$ cat src/rtl/mvm_pkg.sv
// Shared types and sizing helpers for the mvm4 host-side feeder.
package mvm_pkg;

    typedef enum logic [2:0] {LOAD, START, SEND, WAIT, COLLECT, DRAIN} state_t;

    localparam int DEF_MAT_SCALE    = 4;
    localparam int DEF_INPUT_WIDTH  = 8;
    localparam int DEF_OUTPUT_WIDTH = 16;

    function automatic int job_len(input int n);
        return n * n + n;
    endfunction

    // Index width that never collapses to zero bits.
    function automatic int idx_w(input int depth);
        return (depth > 1) ? $clog2(depth) : 1;
    endfunction

endpackage

$ cat src/rtl/mvm_feeder_buf.sv
// Small register file: one synchronous write port, one combinational read port.
module feeder_buf
    import mvm_pkg::*;
#(
    parameter int WIDTH = 8,
    parameter int DEPTH = 20,
    localparam int AW   = idx_w(DEPTH)
) (
    input  logic                    clk,
    input  logic                    we,
    input  logic [AW-1:0]           waddr,
    input  logic signed [WIDTH-1:0] wdata,
    input  logic [AW-1:0]           raddr,
    output logic signed [WIDTH-1:0] rdata
);

    logic signed [WIDTH-1:0] mem [DEPTH];

    always_ff @(posedge clk) begin
        if (we) mem[waddr] <= wdata;
    end

    assign rdata = mem[raddr];

endmodule

$ cat src/rtl/mvm_feeder.sv
// Buffers one matrix-vector job, replays it gap-free into the mvm4 multiplier,
// then captures the N results and streams them out under valid/ready.
module mvm_feeder
    import mvm_pkg::*;
#(
    parameter int MAT_SCALE    = DEF_MAT_SCALE,
    parameter int INPUT_WIDTH  = DEF_INPUT_WIDTH,
    parameter int OUTPUT_WIDTH = DEF_OUTPUT_WIDTH,
    parameter int RD_LAT       = 0,
    parameter int JOB_LEN      = job_len(MAT_SCALE)
) (
    input  logic                           clk,
    input  logic                           reset,
    input  logic signed [INPUT_WIDTH-1:0]  in_data,
    input  logic                           in_valid,
    output logic                           in_ready,
    output logic signed [OUTPUT_WIDTH-1:0] out_data,
    output logic                           out_valid,
    input  logic                           out_ready,
    output logic                           mvm_start,
    output logic signed [INPUT_WIDTH-1:0]  mvm_data_in,
    input  logic                           mvm_done,
    input  logic signed [OUTPUT_WIDTH-1:0] mvm_data_out,
    output logic                           busy
);

    localparam int CW = idx_w(JOB_LEN);
    localparam int YW = idx_w(MAT_SCALE);
    localparam int DW = idx_w(RD_LAT + 1);
    localparam logic [CW-1:0] LAST_K  = CW'(JOB_LEN - 1);
    localparam logic [YW-1:0] LAST_Y  = YW'(MAT_SCALE - 1);
    localparam logic [DW-1:0] DLY_MAX = DW'(RD_LAT);

    state_t                         state;
    logic [CW-1:0]                  cnt;
    logic [YW-1:0]                  yi;
    logic [DW-1:0]                  dly;
    logic [CW-1:0]                  jb_raddr;
    logic signed [INPUT_WIDTH-1:0]  jb_rdata;
    logic signed [OUTPUT_WIDTH-1:0] yb_rdata;
    logic                           jb_we;
    logic                           cap_now;

    assign in_ready  = (state == LOAD);
    assign busy      = (state != LOAD);
    assign mvm_start = (state == START);
    assign out_valid = (state == DRAIN);
    assign out_data  = (state == DRAIN) ? yb_rdata : '0;

    assign jb_we = (state == LOAD) && in_valid;
    // Prefetch the element that goes out next cycle so the stream has no bubbles.
    assign jb_raddr = (state == SEND && cnt != LAST_K) ? cnt + 1'b1 : '0;

    // With zero read latency y[0] is already on the bus in the done cycle itself.
    assign cap_now = (state == WAIT && mvm_done && RD_LAT == 0) ||
                     (state == COLLECT && dly == DLY_MAX);

    feeder_buf #(.WIDTH(INPUT_WIDTH), .DEPTH(JOB_LEN)) u_job_buf (
        .clk   (clk),
        .we    (jb_we),
        .waddr (cnt),
        .wdata (in_data),
        .raddr (jb_raddr),
        .rdata (jb_rdata)
    );

    feeder_buf #(.WIDTH(OUTPUT_WIDTH), .DEPTH(MAT_SCALE)) u_res_buf (
        .clk   (clk),
        .we    (cap_now),
        .waddr (yi),
        .wdata (mvm_data_out),
        .raddr (yi),
        .rdata (yb_rdata)
    );

    always_ff @(posedge clk) begin
        if (reset) begin
            state       <= LOAD;
            cnt         <= '0;
            yi          <= '0;
            dly         <= '0;
            mvm_data_in <= '0;
        end else begin
            case (state)
                LOAD: begin
                    if (in_valid) begin
                        if (cnt == LAST_K) begin
                            cnt   <= '0;
                            state <= START;
                        end else begin
                            cnt <= cnt + 1'b1;
                        end
                    end
                end
                START: begin
                    mvm_data_in <= jb_rdata;
                    state       <= SEND;
                end
                SEND: begin
                    if (cnt == LAST_K) begin
                        cnt         <= '0;
                        mvm_data_in <= '0;
                        state       <= WAIT;
                    end else begin
                        cnt         <= cnt + 1'b1;
                        mvm_data_in <= jb_rdata;
                    end
                end
                WAIT: begin
                    if (mvm_done) begin
                        dly   <= (RD_LAT == 0) ? '0 : DW'(1);
                        state <= COLLECT;
                    end
                end
                COLLECT: begin
                    if (dly != DLY_MAX) dly <= dly + 1'b1;
                end
                DRAIN: begin
                    if (out_ready) begin
                        if (yi == LAST_Y) begin
                            yi    <= '0;
                            state <= LOAD;
                        end else begin
                            yi <= yi + 1'b1;
                        end
                    end
                end
                default: state <= LOAD;
            endcase

            // Result capture walks yi; the last capture hands over to DRAIN.
            if (cap_now) begin
                if (yi == LAST_Y) begin
                    yi    <= '0;
                    state <= DRAIN;
                end else begin
                    yi <= yi + 1'b1;
                end
            end
        end
    end

endmodule

$ cat config.mk
export PLATFORM = sky130hd
export DESIGN_NAME = mvm_feeder
export DESIGN_NICKNAME = d
export VERILOG_FILES = /design/src/rtl/mvm_pkg.sv /design/src/rtl/mvm_feeder_buf.sv /design/src/rtl/mvm_feeder.sv
export SDC_FILE = /design/constraint.sdc
export NUM_CORES = 1
export LEC_CHECK = 0
export ABC_AREA = 1
export CORE_MARGIN = 5
export CORE_UTILIZATION = 45
export CTS_CLUSTER_SIZE = 10
export DETAILED_ROUTE_END_ITERATION = 12
export DONT_BUFFER_PORTS = 1
export GPL_ROUTABILITY_DRIVEN = 0
export SETUP_SLACK_MARGIN = 0.5
export SYNTH_ARGS = -nofsm -noshare
export SYNTH_HDL_FRONTEND = slang
export SYNTH_HIERARCHICAL = 1
export SYNTH_SLANG_ARGS = --single-unit
$ cat constraint.sdc
create_clock -name clk -period 7.3 [get_ports clk]
set_input_delay 0.73 -clock clk [delete_from_list [all_inputs] [get_ports clk]]
set_output_delay 0.73 -clock clk [all_outputs]
set_load 0.005 [all_outputs]
==> results.txt, run 1 <==
* Result of the run: completed
* Fraction of power consumed by sequential logic: 0.542
- Max-slew violation count: 0
- Setup repair after global routing left no endpoint under its margin.
- Fraction of the cycle the final worst path needs: 0.456
- Post-synth net total: 1017
* Vias/cell: 5.20
* Part of the power in combinational logic: 0.018
- Path type of the worst min-delay path: in -> reg
- Critical path class: reg -> reg
* Switching power: 0.550 mW
- Vias after detailed routing: 6704
- Gr ovfl total: 0
* Maximum ir drop on the vdd rail: 0.159 mV
- Initial standard-cell utilization of the core: 0.457
- Area share of the leading cell type in the synthesized netlist: 0.648
- Worst-case clock buffer depth: 3
- Worst-case setup slack after placement: 4.01 ns
- Sinks on Clock Net: 242
- Width of the die: 162 um
- Launch instance of the worst register-to-register path: cnt[0]$_SDFFE_PP0P_
* TritonCTS clock tree: yes
- The number of antenna violations at the first check in global routing was 0.
* Multiplexer fraction of the synthesized cell area: 0
* Number of antenna diodes: 0
* Clock Root Buffer: clkbuf_16
* Critical Path Source: cnt[0]$_SDFFE_PP0P_
- Post-DP HPWL: 13800 um
* Headroom to the max-slew limit: 0.361
- The net count of the finished layout is 1014.
- Worst clock skew: 0.0198 ns
- Measured in cells, the most critical reg-to-reg path has a length of 17.
* Slew at the pin with the worst max-slew slack: 0.955 ns
* Final number of hold-violating endpoints: 0
- For this design the top-level I/O count stands at 57.
- A synthesized cell averages 10.5 um^2.
* Basic-gate share of the synthesized area counting and, or, nand and nor cells: 0.222
- The smallest clock period supported by the final layout is computed as 3.33 ns.
* Final critical-path setup slack: 3.97 ns
- Based on the critical path, the design can be clocked at up to 0.300 GHz.
* Number of H-tree levels: 1
- Final setup vio count: 0
- Biggest area contributors in the synthesized netlist: edfxtp_1 (65%), nand2_1 (11%), nand3_1 (7.0%), inv_1 (3.9%), dfxtp_1 (3.5%)
* Die Footprint: 26200 um^2
* Die Span Y: 162 um
- Pin count of the biggest net entering global routing: 81
* Post-synthesis cell count: 986
* Fraction of final layout cells with drive strength greater than 1: 0.0627
* Post-detailed-route wirelength per cell: 18.0 um
- The detailed router finished its first iteration with 622 violations.
- The internal portion of the total power is 2.29 mW.
- Number of rows created at floorplan: 55
- Footprint of the flip-flops and latches: 7090 um^2
* Setup TNS: 0 ns
- Filler cell count in the final layout: 2059
- Number of global-route vias before repair: 6466
- Of the total power, the share spent switching nets is 0.194.
* DRT antenna net count: 0
- TritonRoute pass-1 iters: 5
- Power Density: 251 nW/um^2
- Counting distinct cell types in the post-synthesis netlist gives 28.
- Gr usage total: 0.176
* Type of element capturing the critical path: flip-flop
- Max-capacitance violation count: 0
* Total wire length: 23200 um
- Of the total power, the clock network draws 0.440.
* Total of flip-flops plus latches after synthesis: 242
- Fraction of synthesized cell area in xor and xnor cells: 0.00169
- The core region is 22700 um^2.
- Arrival time of data at the critical path endpoint: 3.78 ns
- The cell area that synthesis handed to floorplanning was 10400 um^2.
- Main combinational cell family by area after synthesis: simple AND/OR/NAND/NOR gates
- Worst Min Path Start: reset
- Summed over all cells, the static leakage comes to 4.39 nW.
- Largest area contributor in the synthesized netlist: edfxtp_1
- DRC Markers: 0
* Skew-Pair Late Insertion Delay: 0.54 ns
- Of all nets on the critical path, the largest fanout is 50.
- In this run, post-CTS hold repair placed 0 buffers.
- Post-CTS repair changed the size of 0 cells.
- During synthesis, Yosys emitted a total of 6 warnings.
- STA classifies the critical path startpoint as a flip-flop.
- Number of buffers created by CTS: 28
* Number of buffers inserted by post-CTS setup repair: 0
* Total area of multi-input combinational cells: 2560 um^2
- Number of buffer cells added on primary ports: 0
- Area Growth Syn to Fin: 9.16%
* First-pass GRT wire length: 36200 um
- Counting instances, the worst hold path has a depth of 1.
* Portion of the post-synthesis area used by sequential elements: 0.683
- Data on the critical path is required at its endpoint by 7.75 ns.
* Clock-pin slew of the registers on the worst-case setup and hold paths: 0.06 ns
* Adder-cell share of the synthesized area: 0.00241
- Compound-cell area share of the yosys netlist: 0.0177
==> through the flow <==
step	util	hold WS (ns)	power (mW)	cells	area, um^2
floorplan	-	0.494	1.60	986	10400
global placement	0.463	0.532	1.62	1238	10500
detailed placement	0.463	0.532	1.62	1238	10500
CTS	0.499	0.230	2.87	1290	11300
global route	0.499	0.229	2.94	1290	11300
finish	0.499	0.252	2.84	1290	11300
==> layout by cell type, fill, tap and decap left out <==
cell type,synthesis,routed
nand2_1,296,296
edfxtp_1,224,224
nand3_1,145,145
inv_1,107,107
nor2_1,88,86
clkbuf_16,0,29
clkbuf_1,4,21
o21ai_0,19,19
dfxtp_1,18,18
buf_4,11,9
o22ai_1,8,8
nor3_1,11,7
a21oi_1,5,5
nor3_2,1,5
nand2_2,4,4
nor2_2,3,4
inv_2,3,3
nor2_4,1,2
inv_4,2,2
ha_1,2,2
xor2_1,1,1
xnor2_1,1,1
nand2_4,1,1
nand4_1,1,1
o21ai_2,1,1
clkinv_2,0,1
clkbuf_8,0,1
inv_6,1,1
o21ai_1,1,1
==> metal layers <==
metal  wire length, um  vias up  global-route usage
li1                  -     3265                   -
met1             10000     3181               0.247
met2             10900      219               0.282
met3              1890       39              0.0419
met4               336        0              0.0411
met5                 0        -                   0
==> layout make-up <==
class	count	share of cell area
well taps	285	0.0315
multi-input cells	589	0.226
repair buffers	9	0.00596
clock inverters	1	0.000442
clock buffers	51	0.0722
inverters	113	0.0383
flip-flops and latches	242	0.626
==> flip-flops by register name (all words and copies together) (netlist names) <==
name and cells:
state 3, u_res_buf/mem 64, u_job_buf/mem 160, yi 2, mvm_data_in 8, cnt 5
==> worst paths after layout <==
kind | endpoint | slack [ns]
max | mvm_data_in[0]$_SDFFE_PP0P_ | 3.97
min reg2reg | mvm_data_in[1]$_SDFFE_PP0P_ | 0.54
max reg2reg | mvm_data_in[0]$_SDFFE_PP0P_ | 3.97
min | state[2]$_SDFF_PP0_ | 0.25
==> cells by family after synthesis <==
| family | count (synthesis) |
|---|---|
| flip-flops | 242 |
| AND/OR/NAND/NOR | 551 |
| buffers and inverters | 155 |
| AO/OA/AOI/OAI | 34 |
| XOR/XNOR | 2 |
| adder cells (fa/ha/maj) | 2 |
==> worst max-delay path: stages, from the launching register on <==
cell	delay (ns)
dfxtp_1	0.40
ha_1	0.28
nand2_1	0.09
nor2_2	0.07
inv_1	0.07
nand2_1	0.12
nor2_4	0.66
buf_4	0.59
nand2_1	0.11
nand3_1	0.11
nand3_1	0.12
nand2_1	0.10
nand2_1	0.12
nand2_1	0.10
nand2_1	0.05
nand2_1	0.06
nor2_1	0.04
nor3_1	0.11
==> cells in the mapped netlist (all sizes together) <==
| master | number |
|---|---|
| o22ai | 8 |
| edfxtp | 224 |
| nor3 | 12 |
| buf | 38 |
| a21oi | 5 |
| nand4 | 1 |
| o21ai | 21 |
| clkbuf | 4 |
| nand2 | 301 |
| inv | 113 |
| nor2 | 92 |
| xnor2 | 1 |
| ha | 2 |
| dfxtp | 18 |
| nand3 | 145 |
| xor2 | 1 |
==> power groups by stage <==
stage	clock network [mW]	registers [mW]	logic, mW
after floorplan	0	1.57	0.0370
after global placement	0	1.57	0.0497
after detailed placement	0	1.57	0.0500
after CTS	1.28	1.54	0.0502
after global routing	1.35	1.54	0.0570
final	1.25	1.54	0.0508
Power figures use the tool's default switching activity.
==> run 2, diff against run 1 <==
==> constraint.sdc (replaced) <==
create_clock -name clk -period 2.7 [get_ports clk]
set_input_delay 0.27 -clock clk [delete_from_list [all_inputs] [get_ports clk]]
set_output_delay 0.27 -clock clk [all_outputs]
set_load 0.005 [all_outputs]
==> run 2 against run 1 <==
  * Clock-buffer cell count unchanged
  * Sequential cell count stayed put
  * Largest cell class unchanged
  * Highest routed layer unchanged
  * Cell count rose by 6.6%
  * Clock skew grew 0.0031 ns
  * First-iteration DRC count grew 2.1%
==> results.txt, run 2 (same netlist as run 1, synthesis figures left out) <==
- Placeable core region: 22700 um^2 (unchanged)
* Crit start category: flip-flop
- The initial core utilization is 0.457 (unchanged).
- Clock-pin slew of the registers on the worst-case setup and hold paths: 0.06 ns (about the same)
- Gr ovfl total: 0 (unchanged)
* Area Growth Syn to Fin: 20.3%
* Most common library cell in the layout ignoring fill and taps: nand2_1
- Layer with the highest usage after global routing: met2
* Worst-case clock buffer depth: 3 (unchanged)
* Headroom to the max-slew limit: 0.305 (-0.0560)
- Critical path class: reg -> reg
- Final standard cell count with taps included and fillers excluded: 1375 (+6.6%)
* Number of antenna violations at the first check in global routing: 1 (+1)
* Max-capacitance violation count: 0 (unchanged)
- The measured slew at the worst slew-check pin was 1.04 ns (+0.0841 ns).
* Clock Root Buffer: clkbuf_16
* Terminating pin of the worst hold path: state[0]$_SDFF_PP0_
- Arrival time of data at the critical path endpoint: 2.75 ns (-1.03 ns)
* Number of instances on the worst hold path: 6 (+5)
- The worst setup slack before clock tree synthesis came to 0.255 ns (-3.76 ns).
- Pin count of the biggest net entering global routing: 33 (-59%)
- The final count of negative-setup-slack endpoints was 0 (unchanged).
- Fraction of the cycle the final worst path needs: 0.848 (+0.392)
- TritonRoute pass-1 iters: 5 (unchanged)
- Number of rows created at floorplan: 55 (unchanged)
- Worst reg2reg setup slack: 0.41 ns (-3.56 ns)
* Fraction of final layout cells with drive strength greater than 1: 0.152 (+0.0888)
* Gr usage total: 0.188 (+0.0118)
* Worst reg2reg path depth: 20 (+3)
- The clock buffer count from CTS was 28 (unchanged).
* Cell count after placement: 1270 (+2.6%)
- Max-slew violation count: 0 (unchanged)
- First-pass GRT wire length: 38700 um (+6.8%)
* Result of the run: completed
- Final critical-path setup slack: 0.412 ns (-3.56 ns)
- The sum of routed wire length over all layers is 25000 um (+7.8%).
- Met2 track demand over resource in global routing: 0.291 (+0.00970)
* Width of the die: 162 um (unchanged)
- DRT antenna net count: 0 (unchanged)
- The total number of nets in the final design came to 1098 (+8.3%).
- The HPWL after detailed placement is 14500 um (+4.7%).
- Leakage power summed over all cells: 4.94 nW (+13%)
- Type of element capturing the critical path: flip-flop
- Final number of hold-violating endpoints: 0 (unchanged)
- Global Route met3 Usage: 0.0289 (-0.0129)
- Top achievable clock speed: 0.437 GHz (+45%)
- Peak fanout along the critical path: 5 (-90%)
* TritonCTS clock tree: yes
- Post-detailed-route wirelength per cell: 18.2 um (+1.1%)
- The vertical die dimension was 162 um (unchanged).
- The insertion delay to the later sink of the worst-skew pair is 0.54 ns (about the same).
* Power, Total: 7.81 mW (+170%)
- The total power density per cell area came to 625 nW/um^2 (+150%).
* Register with the most flip-flops: u_job_buf/mem
- Worst hold margin: 0.100 ns (-0.153 ns)
- The total I/O pin count was 57 (unchanged).
- In the layout the commonest cells are nand2_1 (286), edfxtp_1 (224), nand3_1 (125).
- Met1 Use GR: 0.281 (+0.0340)
- In this run the critical register-to-register path is captured at mvm_data_in[7]$_SDFFE_PP0P_.
- The via count of the first global-routing pass is 6846 (+5.9%).
* Worst Min Path Start: mvm_done
* Regs by FF count: u_job_buf/mem x160, u_res_buf/mem x64, mvm_data_in x8
- Setup repair after global routing missed its margin: true
- The via density per instance is 5.17 (-0.60%).
- The number of flip-flops in the largest register is 160 (unchanged).
* Number of H-tree levels: 1 (unchanged)
* Path type of the worst min-delay path: in -> reg
- DRC Markers: 0 (unchanged)
- The DRC marker count from the first detailed-route iteration came to 635 (+2.1%).
- The largest voltage drop on the vdd net came to 0.485 mV (+200%).
- The worst register-to-register path begins at cnt[1]$_SDFFE_PP0P_.
- The largest clock skew in the final design was 0.0228 ns (+0.00306 ns).
- The setup total negative slack was 0 ns (unchanged).
- The via total after detailed routing is 7103 (+6.0%).
* Die Footprint: 26200 um^2 (unchanged)
- The number of port buffers came to 0 (unchanged).
- Sinks on Clock Net: 242 (unchanged)
* Shortest clock period the worst path allows after layout: 2.29 ns (-1.04 ns)
* CP Data Required Time: 3.16 ns (-4.59 ns)
## run 2: metal layers
metal	wire length [um]	share of wire	vias up
met5	0	0	-
met4	492	0.020	0
met2	11000	0.44	273
li1	-	-	3444
met3	1890	0.076	40
met1	11500	0.46	3346
## run 2: how the worst max path moves through the flow
stage / startpoint / to / slack [ns] / cells past startpoint
6_report: cnt[1]$_SDFFE_PP0P_ / mvm_data_in[7]$_SDFFE_PP0P_ / 0.41 / 20
5_1_grt: cnt[1]$_SDFFE_PP0P_ / mvm_data_in[4]$_SDFFE_PP0P_ / 0.27 / 20
4_1_cts: cnt[1]$_SDFFE_PP0P_ / mvm_data_in[1]$_SDFFE_PP0P_ / 0.46 / 18
3_5_place_dp: cnt[1]$_SDFFE_PP0P_ / mvm_data_in[7]$_SDFFE_PP0P_ / 0.25 / 15
3_3_place_gp: cnt[1]$_SDFFE_PP0P_ / mvm_data_in[7]$_SDFFE_PP0P_ / 0.28 / 15
2_1_floorplan: state[0]$_SDFF_PP0_ / u_res_buf/mem[2][0]$_DFFE_PP_ / 0.34 / 6
## run 2: through the flow
| stage | area, um^2 | util |
|---|---|---|
| 6_report | 12500 | 0.550 |
| 5_1_grt | 12500 | 0.550 |
| 4_1_cts | 12300 | 0.541 |
| 3_5_place_dp | 10800 | 0.474 |
| 3_3_place_gp | 10800 | 0.474 |
| 2_1_floorplan | 10400 | - |
## run 2: area by class of cell
class / instances / area (um^2)
antenna: 1 / 2.50
timing repair inverter: 1 / 6.26
clock inverter: 1 / 3.75
clock buffer: 51 / 818
fill: 1928 / 10200
multi-input combinational: 589 / 2740
timing repair buffer: 92 / 1010
inverter: 113 / 437
sequential: 242 / 7110
tap: 285 / 357
## run 2: power breakdown
part | total, mW | internal (mW) | switching, mW
Sequential | 4.16 | 4.14 | 0.0194
Clock | 3.38 | 2.02 | 1.37
Combinational | 0.266 | 0.0857 | 0.180
Total | 7.81 | 6.24 | 1.57
## run 2: worst max-delay path, cell delays in order, from the launching register on
cell     delay [ns]
dfxtp_4        0.35
ha_4           0.16
nand2_4        0.07
nor2_4         0.04
inv_2          0.05
nand2_2        0.07
nor2_4         0.16
buf_6          0.14
buf_8          0.12
buf_6          0.14
buf_16         0.13
nand2_1        0.05
nand3_1        0.11
nand3_2        0.11
nand2_1        0.11
nand2_1        0.05
nand2_1        0.07
nand2_1        0.06
nand2_1        0.06
nor2_1         0.04
nor3_1         0.12
## run 2: repair_timing
action / in CTS / in global routing
pin swaps: 13 / 25
gates cloned: 8 / 2
resized for setup: 45 / 36
endpoints found under the hold margin: 231 / 0
hold buffers: 28 / 0
setup endpoints to repair: 24 / 14
buffers inserted: 11 / 3
